[config.mk]
export PLATFORM = sky130hd
export DESIGN_NAME = tone_bank
export DESIGN_NICKNAME = d
export VERILOG_FILES = /design/src/rtl/tone_bank.sv
export SDC_FILE = /design/constraint.sdc
export NUM_CORES = 1
export LEC_CHECK = 0
export CAP_MARGIN = 15
export CELL_PAD_IN_SITES_DETAIL_PLACEMENT = 1
export CELL_PAD_IN_SITES_GLOBAL_PLACEMENT = 1
export CORE_ASPECT_RATIO = 0.5
export CORE_MARGIN = 2
export CORE_UTILIZATION = 54
export CTS_CLUSTER_DIAMETER = 50
export DETAILED_ROUTE_END_ITERATION = 16
export PLACE_DENSITY = 0.83
export SLEW_MARGIN = 25
export SYNTH_ARGS = -nofsm -noshare
export SYNTH_HDL_FRONTEND = slang
export SYNTH_SLANG_ARGS = --single-unit
[constraint.sdc]
create_clock -name clk -period 6.9 [get_ports clk]
set_input_delay 0.69 -clock clk [delete_from_list [all_inputs] [get_ports clk]]
set_output_delay 0.69 -clock clk [all_outputs]
set_load 0.02 [all_outputs]
[src/rtl/tone_bank.sv]
// tone_bank: NUM_CH independent square-wave tone channels. Each channel has a
// runtime-programmable half-period divisor and a true 50 % duty cycle. A
// note-off never cuts a high phase short. A registered popcount of the tone
// vector is provided for downstream mixing.
module tone_bank #(
    parameter int NUM_CH      = 8,
    parameter int DIV_W       = 17,
    parameter int DEFAULT_DIV = 47774,
    localparam int CH_W       = (NUM_CH > 1) ? $clog2(NUM_CH) : 1,
    localparam int MIX_W      = $clog2(NUM_CH + 1)
) (
    input  logic              clk,
    input  logic              reset,
    input  logic [NUM_CH-1:0] en,
    input  logic              wr_en,
    input  logic [CH_W-1:0]   wr_ch,
    input  logic [DIV_W-1:0]  wr_div,
    output logic [NUM_CH-1:0] tone,
    output logic [NUM_CH-1:0] active,
    output logic [MIX_W-1:0]  mix
);

    typedef enum logic [1:0] {
        ST_IDLE  = 2'b00,
        ST_RUN   = 2'b01,
        ST_DRAIN = 2'b10
    } state_t;

    localparam logic [DIV_W-1:0] DEF_DIV_V = DIV_W'(DEFAULT_DIV);
    localparam logic [DIV_W-1:0] ZERO_DIV  = {DIV_W{1'b0}};
    localparam logic [DIV_W-1:0] ONE_DIV   = {{(DIV_W-1){1'b0}}, 1'b1};

    // Number of set bits in the tone vector.
    function automatic logic [MIX_W-1:0] popcount(input logic [NUM_CH-1:0] v);
        logic [MIX_W-1:0] c;
        c = {MIX_W{1'b0}};
        for (int i = 0; i < NUM_CH; i++) begin
            c = c + {{(MIX_W-1){1'b0}}, v[i]};
        end
        return c;
    endfunction

    state_t            state_r [NUM_CH];
    logic [DIV_W-1:0]  pdiv_r  [NUM_CH];
    logic [DIV_W-1:0]  adiv_r  [NUM_CH];
    logic [DIV_W-1:0]  cnt_r   [NUM_CH];
    logic [NUM_CH-1:0] tone_r;
    logic [NUM_CH-1:0] active_r;
    logic [MIX_W-1:0]  mix_r;

    logic [NUM_CH-1:0] wrap_s;
    logic [NUM_CH-1:0] tone_step_s;
    logic [DIV_W-1:0]  cnt_step_s  [NUM_CH];
    logic [DIV_W-1:0]  adiv_step_s [NUM_CH];

    // Pending divisors: a zero divisor is stored as 1, writes to channel
    // indices that do not exist never match any channel and are dropped.
    always_ff @(posedge clk) begin
        if (reset) begin
            for (int i = 0; i < NUM_CH; i++) begin
                pdiv_r[i] <= DEF_DIV_V;
            end
        end else begin
            for (int i = 0; i < NUM_CH; i++) begin
                if (wr_en && (wr_ch == CH_W'(i))) begin
                    pdiv_r[i] <= (wr_div == ZERO_DIV) ? ONE_DIV : wr_div;
                end else begin
                    pdiv_r[i] <= pdiv_r[i];
                end
            end
        end
    end

    // Count step shared by RUN and DRAIN: wrap toggles tone and loads the
    // pending divisor so both phases of a half-period use one divisor.
    always_comb begin
        for (int i = 0; i < NUM_CH; i++) begin
            wrap_s[i] = (cnt_r[i] == (adiv_r[i] - ONE_DIV));
            if (wrap_s[i]) begin
                cnt_step_s[i]  = ZERO_DIV;
                tone_step_s[i] = ~tone_r[i];
                adiv_step_s[i] = pdiv_r[i];
            end else begin
                cnt_step_s[i]  = cnt_r[i] + ONE_DIV;
                tone_step_s[i] = tone_r[i];
                adiv_step_s[i] = adiv_r[i];
            end
        end
    end

    // Per-channel IDLE/RUN/DRAIN state machine with registered tone/active.
    always_ff @(posedge clk) begin
        if (reset) begin
            for (int i = 0; i < NUM_CH; i++) begin
                state_r[i] <= ST_IDLE;
                cnt_r[i]   <= ZERO_DIV;
                adiv_r[i]  <= DEF_DIV_V;
            end
            tone_r   <= {NUM_CH{1'b0}};
            active_r <= {NUM_CH{1'b0}};
        end else begin
            for (int i = 0; i < NUM_CH; i++) begin
                case (state_r[i])
                    ST_IDLE: begin
                        cnt_r[i]    <= ZERO_DIV;
                        tone_r[i]   <= 1'b0;
                        adiv_r[i]   <= pdiv_r[i];
                        active_r[i] <= en[i];
                        state_r[i]  <= en[i] ? ST_RUN : ST_IDLE;
                    end
                    ST_RUN: begin
                        if (en[i]) begin
                            cnt_r[i]    <= cnt_step_s[i];
                            tone_r[i]   <= tone_step_s[i];
                            adiv_r[i]   <= adiv_step_s[i];
                            active_r[i] <= 1'b1;
                            state_r[i]  <= ST_RUN;
                        end else if (!tone_r[i]) begin
                            // Low phase: the note can stop immediately.
                            cnt_r[i]    <= ZERO_DIV;
                            tone_r[i]   <= 1'b0;
                            adiv_r[i]   <= adiv_r[i];
                            active_r[i] <= 1'b0;
                            state_r[i]  <= ST_IDLE;
                        end else begin
                            // High phase: finish it; stop on the falling wrap.
                            cnt_r[i]    <= cnt_step_s[i];
                            tone_r[i]   <= tone_step_s[i];
                            adiv_r[i]   <= adiv_step_s[i];
                            active_r[i] <= ~wrap_s[i];
                            state_r[i]  <= wrap_s[i] ? ST_IDLE : ST_DRAIN;
                        end
                    end
                    ST_DRAIN: begin
                        cnt_r[i]  <= cnt_step_s[i];
                        tone_r[i] <= tone_step_s[i];
                        adiv_r[i] <= adiv_step_s[i];
                        if (en[i]) begin
                            active_r[i] <= 1'b1;
                            state_r[i]  <= ST_RUN;
                        end else begin
                            active_r[i] <= ~wrap_s[i];
                            state_r[i]  <= wrap_s[i] ? ST_IDLE : ST_DRAIN;
                        end
                    end
                    default: begin
                        cnt_r[i]    <= ZERO_DIV;
                        tone_r[i]   <= 1'b0;
                        adiv_r[i]   <= pdiv_r[i];
                        active_r[i] <= 1'b0;
                        state_r[i]  <= ST_IDLE;
                    end
                endcase
            end
        end
    end

    // Mixer count, one cycle behind the registered tone vector.
    always_ff @(posedge clk) begin
        if (reset) begin
            mix_r <= {MIX_W{1'b0}};
        end else begin
            mix_r <= popcount(tone_r);
        end
    end

    assign tone   = tone_r;
    assign active = active_r;
    assign mix    = mix_r;

endmodule

# After elaboration in Yosys (flattened, before gate mapping)
# Memories as Yosys holds them, arrays and structs flattened.
# Index checks and enable logic that the tools add are counted.
# totals
input_bits	31
output_inout_bits	20
memories	4
wordCells	826
mem_bits_rw	424
reg_bits	20
# mem_list
name	words	word_bits	read_ports	rd_clocked_by_memory_dff	write_ports	line_no	text
adiv_r	8	17	8	0	8	45	logic [DIV_W-1:0] adiv_r [NUM_CH];
cnt_r	8	17	8	0	8	46	logic [DIV_W-1:0] cnt_r [NUM_CH];
pdiv_r	8	17	8	0	8	44	logic [DIV_W-1:0] pdiv_r [NUM_CH];
state_r	8	2	8	0	8	43	state_t state_r [NUM_CH];
# classes
muxes	555
n_reduce_logical	26
n_eq_ne	31
add_sub_neg	23
bitwise_logic	184
# ops
operator	count
$mux W17	129
$mux W1	346
$or A1 B1 Y1	168
$add A17 B1 Y17 const B	8
$eq A17 B17 Y1	8
$sub A17 B1 Y17 const B	8
$mux W2	64
$pmux W1 S3	8
$reduce_or A3 Y1	8
$logic_not A17 Y1	1
$add A4 B1 Y4	4
$eq A2 B1 Y1 const B	8
$eq A2 B2 Y1 const B	8
$logic_not A2 Y1	8
$not A1 Y1	16
$pmux W1 S2	8
$eq A3 B3 Y1 const B	4
$logic_and A1 B1 Y1	8
$eq A3 B2 Y1 const B	2
$add A3 B1 Y4	1
$add A2 B1 Y3	1
$eq A3 B1 Y1 const B	1
$logic_not A3 Y1	1
$add A1 B1 Y2	1

# Longest topological paths before layout
# logic_depth
ltp_word	11
mapped_depth	16
ltp_nobuf	15

# Worst setup path after synthesis
# OpenSTA, ideal clock, no wires.
# synth_path
path_type	reg-to-reg
from	mem adiv_r[6][0], in the netlist adiv_r[1][34]
to	reg tone_r[6], in the netlist tone[6]
stages_incl_launch_ff	16
setup_time_ps	116
required_time_ps	6784
setup_slack_ps	3460
n_path_buf	1
arrival_ps	3324
synth_period_minus_slack_ps	3440
path_cell_list	edfxtp_1 > inv_1 > ha_1 > buf_2 > or4b_1 > nand4b_1 > or3b_1 > a31oi_1 > o22ai_1 > nor4_4 > inv_2 > ha_1 > mux2i_1 > nand2_1 > o21ai_0 > and3_1
# synth_rtl
item	line_no	text
from (decl)	45	
to (signal assigned)	99	tone_r <= {NUM_CH{1'b0}};
to (signal, indexed assignment)	114	tone_r[i] <= tone_step_s[i];
to (signal, indexed assignment)	128	tone_r[i] <= tone_step_s[i];
to (decl)	47	logic [NUM_CH-1:0] tone_r;

==> impl_metrics.ini <==
[logic_synthesis]
yosysTopAreaCellShare_pct = 49.9
syn-instance-count = 2495
ys_seq_area_share_pct = 51.5
synthFlopType = edfxtp_1
synth_cell_types = 90
syn-mean-instance-area_um2 = 10.2
synth_warnings = 0
ys_async_sr_fraction_pct = 0
synth_edf_count = 424
synth_seq_cells = 444
synth_top_cell_by_area = edfxtp_1
synthTopCellsByArea = edfxtp_1 (50%), nor2_1 (5.0%), xnor2_1 (4.9%)
syn_nets = 2589
netlist_area_um2 = 25500

[timing]
period_share_pct = 65.8
timing.setup.tns_ps = 0
skew_ps = 12.9
rsz0062_at_grt = false
finalCriticalPeriod_ps = 4540
tightest_slew_ps = 988
slew_viol_final = 0
max_freq_mhz = 220
setup_viol = 0
hold_violations = 0
relSlewSlack_pct = 33.5

[finish]
multi_input_area_um2 = 11400
nets = 2603
fillers = 5111
final_area_um2 = 28000
final_cell_mix = edfxtp_1 (424), nor2_1 (337), inv_1 (154)
area_growth_pct = 9.66
drive_gt1_share_pct = 6.25
final_common_cell = edfxtp_1
seq_area_um2 = 13100

[worst_setup_path]
worst-r2r-cell-count = 11
end_kind = flip-flop
crit_arrival_ps = 4820
path_class = flip-flop to flip-flop
setup.worst_path.start_class = flip-flop
cp_data_required_time_ps = 7180
crit_fanout = 27

[cts]
cts_sinks = 444
ctsResizeCount = 0
cts_tree = built
cts_setup_buffers = 0
cts-root-buf = clkbuf_16
cts_max_level = 2
numCtsBuffers = 44
clockBufferDepth = 3
hold_buffers = 0
clk_pin_slew_ps = 70
clk-insertion-delay-late_ps = 560

[min_path]
hp-class = flip-flop to flip-flop
min_path_cells = 1

[global_route]
grt_pass1_vias = 19800
antenna_found_initial = 1
grtUsageTotal_pct = 28.6
grt_max_degree = 55
grt_pass1_wl_um = 111000
gr-total-overflow = 0

[floorplanning]
die_area_um2 = 49100
fp.coreArea_um2 = 46700
die_w_um = 311
start_util_pct = 54.5
die_y_um = 158
ioPinCount = 51
fp-row-count = 56

[placed_design]
port_buffers = 50
place_area_um2 = 26500
dp_hpwl_um = 48600
globalplace.congestion = 0.875

[run]
maxCapViolCount = 0

[drt]
drtAntennaViolNets = 0
wl_per_cell_um = 22.0
via_count = 19400
wl_um = 69900
drc = 0
drtIter0Drc = 1662
dr.pass1.iters = 5
via_per_inst = 6.08

[pwr]
p_leak_nw = 9.73
p_per_area_nw_per_um2 = 352
ir_worst_vdd_mv = 0.198

[status]
status = complete, no violations
## critical path, stage by stage (launching register included)
cell      delay [ps]
edfxtp_1         470
inv_1            110
ha_1             380
or4b_1           540
o41ai_1          390
a21oi_1          150
nor4_1           180
nand4_1          220
nor4_4           890
inv_2            250
nand2_2          520
a21oi_1          160
## sequential cells by signal, indices dropped and copies added (netlist names)
name	flops
active	8
adiv_r	136
cnt_r	136
mix	4
pdiv_r	136
state_r	16
tone	8
## synth_stat cells, types with 8 or more instances
master,n
nor4b_1,10
inv_1,154
and2_1,11
mux2i_1,21
nand3b_1,17
and3_1,68
xnor2_1,143
a31o_2,8
o31ai_1,13
o21ai_0,103
a21oi_1,112
ha_1,59
nand2_1,119
xor2_1,139
dfxtp_1,20
nand2b_1,14
clkbuf_1,65
nor2_1,339
nor3_1,91
o22a_1,13
o211ai_1,12
or3_1,18
nor3b_1,12
buf_1,8
or2_2,18
nor4_1,32
nor2b_1,55
a211oi_1,15
a31oi_1,15
or4_1,12
nand4_1,31
edfxtp_1,424
nand3_1,137
buf_2,29
## where the power goes
group	switching [mW]	leakage (nW)	total, mW	internal [mW]
logic	1.65	4.49	2.74	1.09
registers	0.865	4.58	4.66	3.80
clock network	1.12	0.665	2.44	1.32
## path summary, 6_finish.rpt
check | endpoint | startpoint | slack (ps)
max | adiv_r[1][45] | adiv_r[1][34] | 2360
min | adiv_r[0][66] | pdiv_r[0][66] | 540
max reg2reg | adiv_r[1][45] | adiv_r[1][34] | 2360
min reg2reg | adiv_r[0][66] | pdiv_r[0][66] | 540
## routing by layer
metal / vias to the layer above / share of wire (%) / global-route usage, %
li1: 9010 / - / -
met1: 9738 / 43 / 37.7
met2: 498 / 48 / 48.7
met3: 112 / 5.8 / 4.77
met4: 0 / 2.9 / 8.81
met5: - / 0 / 0
## per-stage QoR
stage / cells / total power [mW] / setup WS [ps] / utilization, % / hold slack (ps)
5_1_grt: 3182 / 10.4 / 2010 / 59.8 / 546
6_report: 3182 / 9.84 / 2360 / 59.8 / 535
3_3_place_gp: 3101 / 7.22 / 2680 / 56.8 / 508
3_5_place_dp: 3101 / 7.39 / 2440 / 56.8 / 523
4_1_cts: 3181 / 9.83 / 2400 / 59.8 / 539
2_1_floorplan: 2495 / 6.49 / 3460 / - / 503
## logic make-up (layout without fill, tap and decap cells)
| logic type | after synthesis | count (layout) | synth area share, % |
|---|---|---|---|
| and+or+nand+nor | 1025 | 1025 | 20.6 |
| DFF | 444 | 444 | 51.5 |
| AOI/OAI and AO/OA | 390 | 390 | 9.87 |
| xor gates and xnor gates | 282 | 282 | 9.69 |
| buffers and inverters | 266 | 314 | 4.16 |
| adders and majority gates | 63 | 63 | 3.21 |
| muxes | 25 | 25 | 1.00 |
| other | 0 | 1 | 0 |
## final cells by class
class                      count  area share [%]
sequential                   444            47.0
clock buffer                  53            4.14
tap                          638            2.86
multi-input combinational   1785            40.6
clock inverter                27           0.810
antenna                        1         0.00895
inverter                     158            2.12
timing repair buffer          76            2.48
Power figures use the tool's default switching activity.
